`src/rtl/multicycle_control_if.sv`:
```
// Control-unit bundle: memory handshake in, datapath strobes and ALU
// controls out.
interface multicycle_control_if;
    logic [15:0] instr;
    logic        mem_ready;
    logic        mem_read;
    logic        mem_write;
    logic        ir_write;
    logic        pc_write;
    logic        pc_src_jump;
    logic        reg_write;
    logic        reg_dst_rd;
    logic        mem_to_reg;
    logic        alu_src_imm;
    logic [3:0]  aluop;
    logic [5:0]  funct;
    logic        wwd_valid;
    logic        halted;
    logic [15:0] num_inst;

    modport master (
        input  instr, mem_ready,
        output mem_read, mem_write, ir_write, pc_write, pc_src_jump,
        output reg_write, reg_dst_rd, mem_to_reg, alu_src_imm,
        output aluop, funct, wwd_valid, halted, num_inst
    );

    modport slave (
        output instr, mem_ready,
        input  mem_read, mem_write, ir_write, pc_write, pc_src_jump,
        input  reg_write, reg_dst_rd, mem_to_reg, alu_src_imm,
        input  aluop, funct, wwd_valid, halted, num_inst
    );
endinterface

```
`src/rtl/multicycle_control.sv`:
```
// Multi-cycle FETCH/DECODE/EXEC/MEM/WB sequencer for the 16-bit
// TSC-subset CPU, with memory ready handshake and retire counter.
module multicycle_control (
    input  logic clk,
    input  logic reset,
    multicycle_control_if.master bus
);
    typedef enum logic [2:0] {
        S_FETCH, S_DECODE, S_EXEC, S_MEM, S_WB, S_HALT
    } state_t;

    localparam logic [3:0] OP_RTYPE = 4'd15;
    localparam logic [3:0] OP_ADI   = 4'd4;
    localparam logic [3:0] OP_LHI   = 4'd6;
    localparam logic [3:0] OP_LWD   = 4'd7;
    localparam logic [3:0] OP_SWD   = 4'd8;
    localparam logic [3:0] OP_JMP   = 4'd9;
    localparam logic [5:0] FN_ADD   = 6'd0;
    localparam logic [5:0] FN_WWD   = 6'd28;
    localparam logic [5:0] FN_HLT   = 6'd29;

    state_t      state_q, state_d;
    logic [15:0] ir_q, ir_d;
    logic [15:0] num_q, num_d;
    logic        retire;

    logic [3:0] op;
    logic [5:0] fn;
    logic is_rt, is_add, is_wwd, is_hlt;
    logic is_adi, is_lhi, is_lwd, is_swd, is_jmp;
    logic supported, in_alu;

    assign op     = ir_q[15:12];
    assign fn     = ir_q[5:0];
    assign is_rt  = (op == OP_RTYPE);
    assign is_add = is_rt && (fn == FN_ADD);
    assign is_wwd = is_rt && (fn == FN_WWD);
    assign is_hlt = is_rt && (fn == FN_HLT);
    assign is_adi = (op == OP_ADI);
    assign is_lhi = (op == OP_LHI);
    assign is_lwd = (op == OP_LWD);
    assign is_swd = (op == OP_SWD);
    assign is_jmp = (op == OP_JMP);
    assign supported = is_add | is_wwd | is_hlt | is_adi
                     | is_lhi | is_lwd | is_swd | is_jmp;
    assign in_alu = (state_q == S_EXEC) || (state_q == S_MEM)
                 || (state_q == S_WB);

    always_comb begin
        state_d         = state_q;
        ir_d            = ir_q;
        retire          = 1'b0;
        bus.mem_read    = 1'b0;
        bus.mem_write   = 1'b0;
        bus.ir_write    = 1'b0;
        bus.pc_write    = 1'b0;
        bus.pc_src_jump = 1'b0;
        bus.reg_write   = 1'b0;
        bus.reg_dst_rd  = 1'b0;
        bus.mem_to_reg  = 1'b0;
        bus.alu_src_imm = 1'b0;
        bus.aluop       = 4'd0;
        bus.funct       = 6'd0;
        bus.wwd_valid   = 1'b0;
        bus.halted      = 1'b0;

        // Loads and stores borrow ADI so the ALU forms the address
        if (in_alu) begin
            bus.aluop       = (is_lwd || is_swd) ? OP_ADI : op;
            bus.funct       = fn;
            bus.alu_src_imm = is_adi | is_lhi | is_lwd | is_swd;
        end

        unique case (state_q)
            S_FETCH: begin
                bus.mem_read = 1'b1;
                if (bus.mem_ready) begin
                    bus.ir_write = 1'b1;
                    ir_d         = bus.instr;
                    state_d      = S_DECODE;
                end
            end
            S_DECODE: begin
                if (is_hlt) begin
                    retire  = 1'b1;
                    state_d = S_HALT;
                end else if (!supported) begin
                    bus.pc_write = 1'b1;
                    state_d      = S_FETCH;
                end else begin
                    state_d = S_EXEC;
                end
            end
            S_EXEC: begin
                if (is_wwd) begin
                    bus.wwd_valid = 1'b1;
                    bus.pc_write  = 1'b1;
                    state_d       = S_FETCH;
                end else if (is_jmp) begin
                    bus.pc_src_jump = 1'b1;
                    bus.pc_write    = 1'b1;
                    state_d         = S_FETCH;
                end else if (is_lwd || is_swd) begin
                    state_d = S_MEM;
                end else begin
                    state_d = S_WB;
                end
            end
            S_MEM: begin
                bus.mem_read  = is_lwd;
                bus.mem_write = is_swd;
                if (bus.mem_ready) begin
                    if (is_lwd) begin
                        state_d = S_WB;
                    end else begin
                        bus.pc_write = 1'b1;
                        state_d      = S_FETCH;
                    end
                end
            end
            S_WB: begin
                bus.reg_write  = 1'b1;
                bus.pc_write   = 1'b1;
                bus.reg_dst_rd = is_rt;
                bus.mem_to_reg = is_lwd;
                state_d        = S_FETCH;
            end
            S_HALT: begin
                bus.halted = 1'b1;
            end
            default: state_d = S_FETCH;
        endcase

        num_d = num_q;
        if (retire || bus.pc_write) num_d = num_q + 16'd1;
    end

    always_ff @(posedge clk) begin
        if (reset) begin
            state_q <= S_FETCH;
            ir_q    <= 16'h0000;
            num_q   <= 16'h0000;
        end else begin
            state_q <= state_d;
            ir_q    <= ir_d;
            num_q   <= num_d;
        end
    end

    assign bus.num_inst = num_q;
endmodule
```
`src/flat_wrapper.sv`:
```
// flat-port wrapper written by rule: the top's interface ports become plain ports
module multicycle_control_flat 
  (clk, reset, bus_instr, bus_mem_ready, bus_mem_read, bus_mem_write, bus_ir_write, bus_pc_write, bus_pc_src_jump, bus_reg_write, bus_reg_dst_rd, bus_mem_to_reg, bus_alu_src_imm, bus_aluop, bus_funct, bus_wwd_valid, bus_halted, bus_num_inst);
  multicycle_control_if bus_i ();
  input  logic clk;
  input  logic reset;
  input wire logic [$bits(bus_i.instr)-1:0] bus_instr;
  input wire logic [$bits(bus_i.mem_ready)-1:0] bus_mem_ready;
  output wire logic [$bits(bus_i.mem_read)-1:0] bus_mem_read;
  output wire logic [$bits(bus_i.mem_write)-1:0] bus_mem_write;
  output wire logic [$bits(bus_i.ir_write)-1:0] bus_ir_write;
  output wire logic [$bits(bus_i.pc_write)-1:0] bus_pc_write;
  output wire logic [$bits(bus_i.pc_src_jump)-1:0] bus_pc_src_jump;
  output wire logic [$bits(bus_i.reg_write)-1:0] bus_reg_write;
  output wire logic [$bits(bus_i.reg_dst_rd)-1:0] bus_reg_dst_rd;
  output wire logic [$bits(bus_i.mem_to_reg)-1:0] bus_mem_to_reg;
  output wire logic [$bits(bus_i.alu_src_imm)-1:0] bus_alu_src_imm;
  output wire logic [$bits(bus_i.aluop)-1:0] bus_aluop;
  output wire logic [$bits(bus_i.funct)-1:0] bus_funct;
  output wire logic [$bits(bus_i.wwd_valid)-1:0] bus_wwd_valid;
  output wire logic [$bits(bus_i.halted)-1:0] bus_halted;
  output wire logic [$bits(bus_i.num_inst)-1:0] bus_num_inst;
  assign bus_i.instr = bus_instr;
  assign bus_i.mem_ready = bus_mem_ready;
  assign bus_mem_read = bus_i.mem_read;
  assign bus_mem_write = bus_i.mem_write;
  assign bus_ir_write = bus_i.ir_write;
  assign bus_pc_write = bus_i.pc_write;
  assign bus_pc_src_jump = bus_i.pc_src_jump;
  assign bus_reg_write = bus_i.reg_write;
  assign bus_reg_dst_rd = bus_i.reg_dst_rd;
  assign bus_mem_to_reg = bus_i.mem_to_reg;
  assign bus_alu_src_imm = bus_i.alu_src_imm;
  assign bus_aluop = bus_i.aluop;
  assign bus_funct = bus_i.funct;
  assign bus_wwd_valid = bus_i.wwd_valid;
  assign bus_halted = bus_i.halted;
  assign bus_num_inst = bus_i.num_inst;
  multicycle_control u_core (.clk(clk), .reset(reset), .bus(bus_i));
endmodule
```
`config.mk`:
```
export PLATFORM = sky130hd
export DESIGN_NAME = multicycle_control_flat
export DESIGN_NICKNAME = d
export VERILOG_FILES = /design/src/rtl/multicycle_control_if.sv /design/src/rtl/multicycle_control.sv /design/src/flat_wrapper.sv
export SDC_FILE = /design/constraint.sdc
export NUM_CORES = 1
export LEC_CHECK = 0
export CORE_MARGIN = 2
export CORE_UTILIZATION = 49
export DETAILED_ROUTE_END_ITERATION = 7
export GPL_TIMING_DRIVEN = 0
export PLACE_DENSITY = 0.93
export SLEW_MARGIN = 5
export SYNTH_ARGS = -nofsm -noshare
export SYNTH_HDL_FRONTEND = slang
export SYNTH_SLANG_ARGS = --single-unit
```
`constraint.sdc`:
```
create_clock -name clk -period 5.16 [get_ports clk]
set_clock_uncertainty 0.1 [all_clocks]
set_input_delay 1.032 -clock clk [delete_from_list [all_inputs] [get_ports clk]]
set_output_delay 1.032 -clock clk [all_outputs]
set_load 0.01 [all_outputs]
```
**Word-level counts from Yosys, hierarchy flattened**

Index checks and enable logic that the tools add are counted.

- Shift operators: 0
- Reductions and logical operators: 11
- Order comparisons: 0
- Multipliers: 0
- Bitwise gates (word level): 11
- Multiplexer cells: 34
- Divide/modulo/power cells: 0
- Add/sub/neg operators: 1
- Eq/ne operators: 15

Operators with widths:

| operator | number |
|---|---|
| $mux 3 | 7 |
| $mux 1 | 20 |
| $add 16x1->16 const B | 1 |
| $pmux 3 s5 | 1 |
| $eq 4x3->1 const B | 3 |
| $eq 4x4->1 const B | 3 |
| $eq 6x5->1 const B | 2 |
| $or 1x1->1 | 10 |
| $mux 4 | 2 |
| $eq 3x2->1 const B | 2 |
| $eq 3x3->1 const B | 2 |
| $logic_not 6->1 | 1 |
| $mux 6 | 1 |
| $logic_or 1x1->1 | 4 |
| $ne 2x2->1 const B | 2 |
| $pmux 1 s4 | 1 |
| $eq 3x1->1 const B | 1 |
| $logic_and 1x1->1 | 3 |
| $logic_not 3->1 | 1 |
| $reduce_and 3->1 | 1 |
| $mux 2 | 1 |
| $pmux 1 s2 | 1 |
| $reduce_and 2->1 | 1 |
| $not 1->1 | 1 |

- Latch bits: 0
- Input port bits: 19
- RAM bits: 0
- Memories: 0
- Output and inout port bits: 37
- Logic and storage cells: 75
- Memory bits (read-only): 0
- Bits in registers: 35

**Depth between registers and ports, before layout**

- Word-level depth: 13
- Mapped depth: 11
- Depth with buffers taken out: 8

**Worst setup path after synthesis**

OpenSTA, ideal clock, no wires.

- Path kind: register to output
- From: register u_core.state_q[0]
- To: output bus_pc_write
- Arrival: 1.608 ns
- Path slack: 2.420 ns
- Buffers on the path: 1
- Required time: 4.028 ns
- Stages on the path, launching flop included: 6
- Cell sequence: dfxtp_1 > buf_6 > or3b_4 > or4_1 > and3_4 > nand2_1

- Word-level cells in the longest chain between the ends: 2
- Elaborated cells on any way between the ends: 5
- Classes of those cells: 4 x eq/ne; 1 x mux

Ends and longest elaborated chain:

| item | line | source |
|---|---|---|
| start: declaration | multicycle_control.sv:22 | `state_t state_q, state_d;` |
| start signal: assignment | multicycle_control.sv:144 | `state_q <= state_d;` |
| $eq 3x3->1, or another cell as far along | multicycle_control.sv:74 | `unique case (state_q)` |
| $pmux 1 s4 (*) | multicycle_control.sv:74 |  |
| end: declaration | flat_wrapper.sv:12 | `output wire logic [$bits(bus_i.pc_write)-1:0] bus_pc_write;` |

Mark *: on every way between the ends. The rest lies on a longest branch, timed or not.

**Final worst setup path**

- From: input bus_mem_ready
- To: output bus_ir_write

- Word-level cells in the longest chain between the ends: 2

Ends and longest elaborated chain:

| item | line | source |
|---|---|---|
| start: declaration | flat_wrapper.sv:8 | `input wire logic [$bits(bus_i.mem_ready)-1:0] bus_mem_ready;` |
| $mux 1 | multicycle_control.sv:77 | `if (bus.mem_ready) begin` |
| $mux 1 | multicycle_control.sv:74 |  |
| end: declaration | flat_wrapper.sv:11 | `output wire logic [$bits(bus_i.ir_write)-1:0] bus_ir_write;` |

Every way passes these cells.

==> out/results.ini <==
[floorplan]
initial_core_util_pct=50.25
ioPinCount=56
core_area_um2=3284
chipWidth_um=62.04
dieArea_um2=3848
core.rowCount=21
die_y_um=62.04

[timing]
relSlewSlack_pct=59.81
fmaxAchievable_mhz=251.7
worstMarginPinSlew_ns=0.6015
setup_violations=0
hold_violations=0
period_share_pct=77.00
layout_min_cycle_time_ns=3.973
rsz0062_at_grt=false
slew_violations=0
setup_tns_ns=0

[synth]
seq_area_frac_synth_pct=35.18
yosys_warnings=0
synth_cells=223
yosysUniqueCellTypes=37
ys_ff_latch=29
syn_area_um2=1650
syn_avg_cell_area_um2=7.401
synth_nets=243

[setup_path]
rr_endpoint=u_core.bus.num_inst[7]
rrSetupSlack_ns=2.43
startpoint=bus_mem_ready
worst-setup-path-type=input pin to primary output
worstSetupEndpoint=bus_ir_write
cp_max_fo=10
critPathCaptureType=primary output
worst_r2r_path_depth=8
cp_data_required_time_ns=4.03
r2r_start=u_core.ir_q[13]
start_kind=input pin
critPathArrivalTime_ns=2.84

[detailed_routing]
ant_nets=0
drc=0
wl_per_cell_um=13.37
drtIter0Drc=170
vias=1819
finalWirelength_um=4359
vias_per_cell=5.580
firstDrtPassIters=4

[global_routing]
grt_usage_pct=23.76
grt_max_degree=11
antenna_found_initial=0
grt_pass1_vias=1517
grt_pass1_wl_um=6706
grt.overflow.total=0

[clock_tree]
clkSinkCount=29
cts_resized=0
cts_tree=yes
htree_levels=2
holdBufCountCts=0
path_clk_slew_ns=0.09
cts_setup_buffers=0
clockBufferDepth=2
cts_made_buffers=5
clk_latency_ns=0.33
cts_root_buf=clkbuf_4

[cells_and_area]
final_cell_mix=49 x clkdlybuf4s50_1, 29 x dfxtp_1, 26 x nand2_1, 26 x a21oi_1, 20 x nor2_1
drive_gt1_share_pct=7.143
fin_nets=299
area_growth_pct=37.45
mostFrequentLayoutCell=clkdlybuf4s50_1
antennaDiodeCount=0
final_core_util_pct=69.07

[run]
timing.max_cap.violations=0

[power]
vdd_drop_max_mv=0.1848
power_mw=0.4878
power_density_nw_per_um2=215.0
leakagePower_nw=0.7876

[outcome]
outcome=finished clean

[worst_hold_path]
hp-class=flop to flop

[placement]
dp_hpwl_um=3201
port_buffers=49
gp_congestion=0.9274

synthesized netlist by cell type:
cell type  instances  share of area [%]
dfxtp_1           29                 35
a21oi_1           26                7.9
nand2_1           26                5.9
nor2_1            20                4.5
o21ai_0           14                4.2
or3_1             11                4.2
nand3_1           10                3.0
clkbuf_1           9                2.0
inv_1              9                2.0
and3_1             8                3.0
nand4_1            7                2.7
nor2b_1            7                2.7
a31oi_1            5                1.9
nor3_1             4                1.2
a211oi_1           3                1.4
nand2b_1           3                1.1
nand4b_1           3                1.6
nor4_1             3                1.1
and3_4             2                1.4
and4_1             2                1.1
buf_4              2               0.91
buf_6              2                1.4
nor3b_1            2               0.91
or2_2              2               0.76
xnor2_1            2                1.1
a311oi_1           1               0.53
a31o_2             1               0.53
ha_1               1               0.76
mux2_2             1               0.68
mux2i_1            1               0.61
o211ai_1           1               0.46
o21a_1             1               0.46
o21bai_1           1               0.46
or3b_4             1               0.68
or4_1              1               0.46
or4_4              1               0.68
xor2_1             1               0.53
how the worst min path moves through the flow:
stage / from / endpoint / slack (ns) / depth (start not counted)
global route: u_core.ir_q[1] / u_core.ir_q[1] / 0.38 / 2
detailed placement: u_core.ir_q[1] / u_core.ir_q[1] / 0.36 / 2
finish: u_core.ir_q[1] / u_core.ir_q[1] / 0.37 / 2
floorplan: u_core.ir_q[1] / u_core.ir_q[1] / 0.34 / 2
global placement: u_core.ir_q[5] / u_core.ir_q[5] / 0.35 / 2
CTS: u_core.ir_q[1] / u_core.ir_q[1] / 0.37 / 2
cells by family (layout without fill, tap and decap cells):
kind of cell / after synthesis / in the layout / synth area share, %
and+or+nand+nor: 113 / 113 / 37.00
DFF: 29 / 29 / 35.18
adders and majority gates: 1 / 1 / 0.7580
buffers and inverters: 22 / 79 / 6.368
AOI/OAI and AO/OA: 53 / 53 / 17.82
xor gates and xnor gates: 3 / 3 / 1.592
muxes: 2 / 2 / 1.289
stage by stage:
step | worst slack [ns] | cells | area [µm²] | hold WS, ns
global route | 1.039 | 326 | 2268 | 0.3843
global placement | 1.240 | 318 | 2198 | 0.3493
floorplan | 2.420 | 223 | 1650 | 0.3395
CTS | 1.214 | 326 | 2268 | 0.3686
detailed placement | 1.233 | 318 | 2198 | 0.3559
finish | 1.187 | 326 | 2268 | 0.3694
metal layers:
metal	wire, µm	global-route usage, %
met5	0	0
met4	87	11.25
met3	281	6.211
met2	2092	35.71
met1	1897	31.71
state kept, by name (all words and copies together), names as in the netlist:
register	cells
u_core.bus.num_inst	16
u_core.state_q	3
u_core.ir_q	10
where the power goes:
| group | internal, mW | switching, mW | total, mW |
|---|---|---|---|
| clock | 0.0789 | 0.0795 | 0.158 |
| sequential | 0.232 | 0.00889 | 0.241 |
| combinational | 0.0407 | 0.0476 | 0.0884 |
worst max-delay path, cell delays in order:
cell and delay (ns):
clkdlybuf4s50_1 0.59, nand3_1 0.16, inv_1 0.09, clkbuf_1 0.35, clkdlybuf4s50_1 0.62
layout make-up:
| class | instances | area (µm²) |
|---|---|---|
| tap | 46 | 57.56 |
| timing repair buffer | 49 | 490.5 |
| buffer | 13 | 71.32 |
| sequential | 29 | 580.6 |
| inverter | 9 | 33.78 |
| clock inverter | 1 | 5.005 |
| fill | 263 | 1016 |
| clock buffer | 7 | 65.06 |
| multi-input combinational | 172 | 964.7 |
(Power assumes the default switching activity.)
==> patch: new RTL, same settings <==
Encoding of `state_t`: now one-hot (6 bits for 6 states).
--- a/src/rtl/multicycle_control.sv
+++ b/src/rtl/multicycle_control.sv
@@ -6,6 +6,6 @@
     multicycle_control_if.master bus
 );
-    typedef enum logic [2:0] {
-        S_FETCH, S_DECODE, S_EXEC, S_MEM, S_WB, S_HALT
+    typedef enum logic [5:0] {
+        S_FETCH = 6'b000001, S_DECODE = 6'b000010, S_EXEC = 6'b000100, S_MEM = 6'b001000, S_WB = 6'b010000, S_HALT = 6'b100000
     } state_t;
 
Check against the original RTL: same outputs for any inputs over 10 cycles, from zero or initial values and one cycle with reset high; not proved beyond that.
==> patch against the unedited design <==
Wire length rose by 7.4%; setup slack improved by 54 ps; power is 6.4% higher; global-route usage down 1.0 points; die area is 18% higher; cell area increased by 14%; sequential cell count grew 3; synthesized area rose by 19%; largest cell class unchanged.
==> patch: results (changes against the unedited design) <==
outcome completed; DP Wirelength 3.444 mm (+7.6%); PortBufs 48 (-2.0%); Clock Tree Root clkbuf_8; CP max stage delay 600 ps (-20 ps); CTS Buf Count 5 (unchanged); Critical Path AT 2790 ps (-50 ps); initial antenna violation count 0 (unchanged); max_slew headroom 61.52% (+1.7 points); Post-CTS Setup Inserts 0 (unchanged); Hold Path Class register to register; Leak 1.018 nW (+29%); htree depth 2 (unchanged); Synth warnings 0 (unchanged); CTS Buffer Depth 2 (unchanged); Seq/Total Area, Yosys 32.53% (-2.6 points); vias in the first global route 1687 (+11%); pin count of the biggest net entering global routing 11 (unchanged); Synth area leaders dfxtp_1 (33%), nor2_1 (6.9%), mux2_4 (6.1%); CP max stage cell clkdlybuf4s50_1; asr flop ratio synth 0% (unchanged); peak supply drop 0.1714 mV (-7.3%); hold path cells 2 (unchanged); DR WL/cell 13.81 um (+3.2%); RD Place Congestion 0.8431 (-9.1%); CP top delay family buffers and inverters; first-pass GRT wire length 7.803 mm (+16%); worst r2r path cells 7 (-1); Synth cell types 46 (+24%); drt first pass iters 4 (unchanged); Top FF cell, synth dfxtp_1; post-cts sizing count 0 (unchanged); clock transition at the registers of the reported paths 60 ps (-30 ps); Clk Latency, worst-skew pair 290 ps (-40 ps); Final nets 309 (+3.3%); Post-Route WL 4.680 mm (+7.4%); DRT iter0 DRCs 155 (-8.8%); Fill cells 312 (+19%); Total GRT Usage 22.76% (-1.0 points); Synthesized Nets 254 (+4.5%); top cells by count, synth nor2_1 (36), dfxtp_1 (32), nor2b_1 (17); dpl cells 332 (+4.4%); Antenna diodes 0 (unchanged); Placement Setup Slack 1260 ps (+26.96 ps); share of cells above drive strength 1 13.84% (+6.7 points); syn avg cell area 8.416 um2 (+14%); DP Area 2512 um2 (+14%); max reg flops 16 (unchanged); CP Max Fanout 10 (unchanged); vias after detailed routing 1874 (+3.0%)
patch: final timing paths:
kind | end | slack (ps) | from
setup reg to reg | u_core.bus.num_inst[3]$_SDFFE_PP0P_ | 2690 | u_core.ir_q[15]$_SDFFE_PP0P_
hold / removal | u_core.bus.num_inst[1]$_SDFFE_PP0P_ | 410 | u_core.bus.num_inst[1]$_SDFFE_PP0P_
setup / recovery | bus_ir_write | 1240 | bus_mem_ready
hold reg to reg | u_core.bus.num_inst[1]$_SDFFE_PP0P_ | 410 | u_core.bus.num_inst[1]$_SDFFE_PP0P_
patch: metal layers:
layer | part of all wire (%) | up-vias | global-route usage (%)
met2 | 50 | 43 | 38.12
li1 | - | 932 | -
met4 | 1.8 | 0 | 8.929
met5 | 0 | - | 0
met3 | 4.1 | 9 | 5.667
met1 | 45 | 890 | 27.97
patch: logic make-up after synthesis:
logic type / Yosys count / synth area share, %
and+or+nand+nor: 123 / 33.61
AOI/OAI and AO/OA: 33 / 13.47
DFF: 32 / 32.53
muxes: 24 / 14.61
buffers and inverters: 19 / 4.256
xor gates and xnor gates: 2 / 0.8896
adders and majority gates: 1 / 0.6352
patch: final cells by class:
cell class	count	area, um2	area share [%]
buffer	14	65.06	2.512
clock buffer	6	72.57	2.802
clock inverter	1	5.005	0.1932
inverter	5	18.77	0.7246
multi-input combinational	183	1245	48.07
sequential	32	640.6	24.73
tap	50	62.56	2.415
timing repair buffer	48	480.5	18.55
patch: where the power goes:
part | total [mW] | switching (mW) | internal, mW
Combinational | 0.0745 | 0.0377 | 0.0368
Clock | 0.180 | 0.0883 | 0.0915
Sequential | 0.265 | 0.00963 | 0.255
Total | 0.519 | 0.136 | 0.383
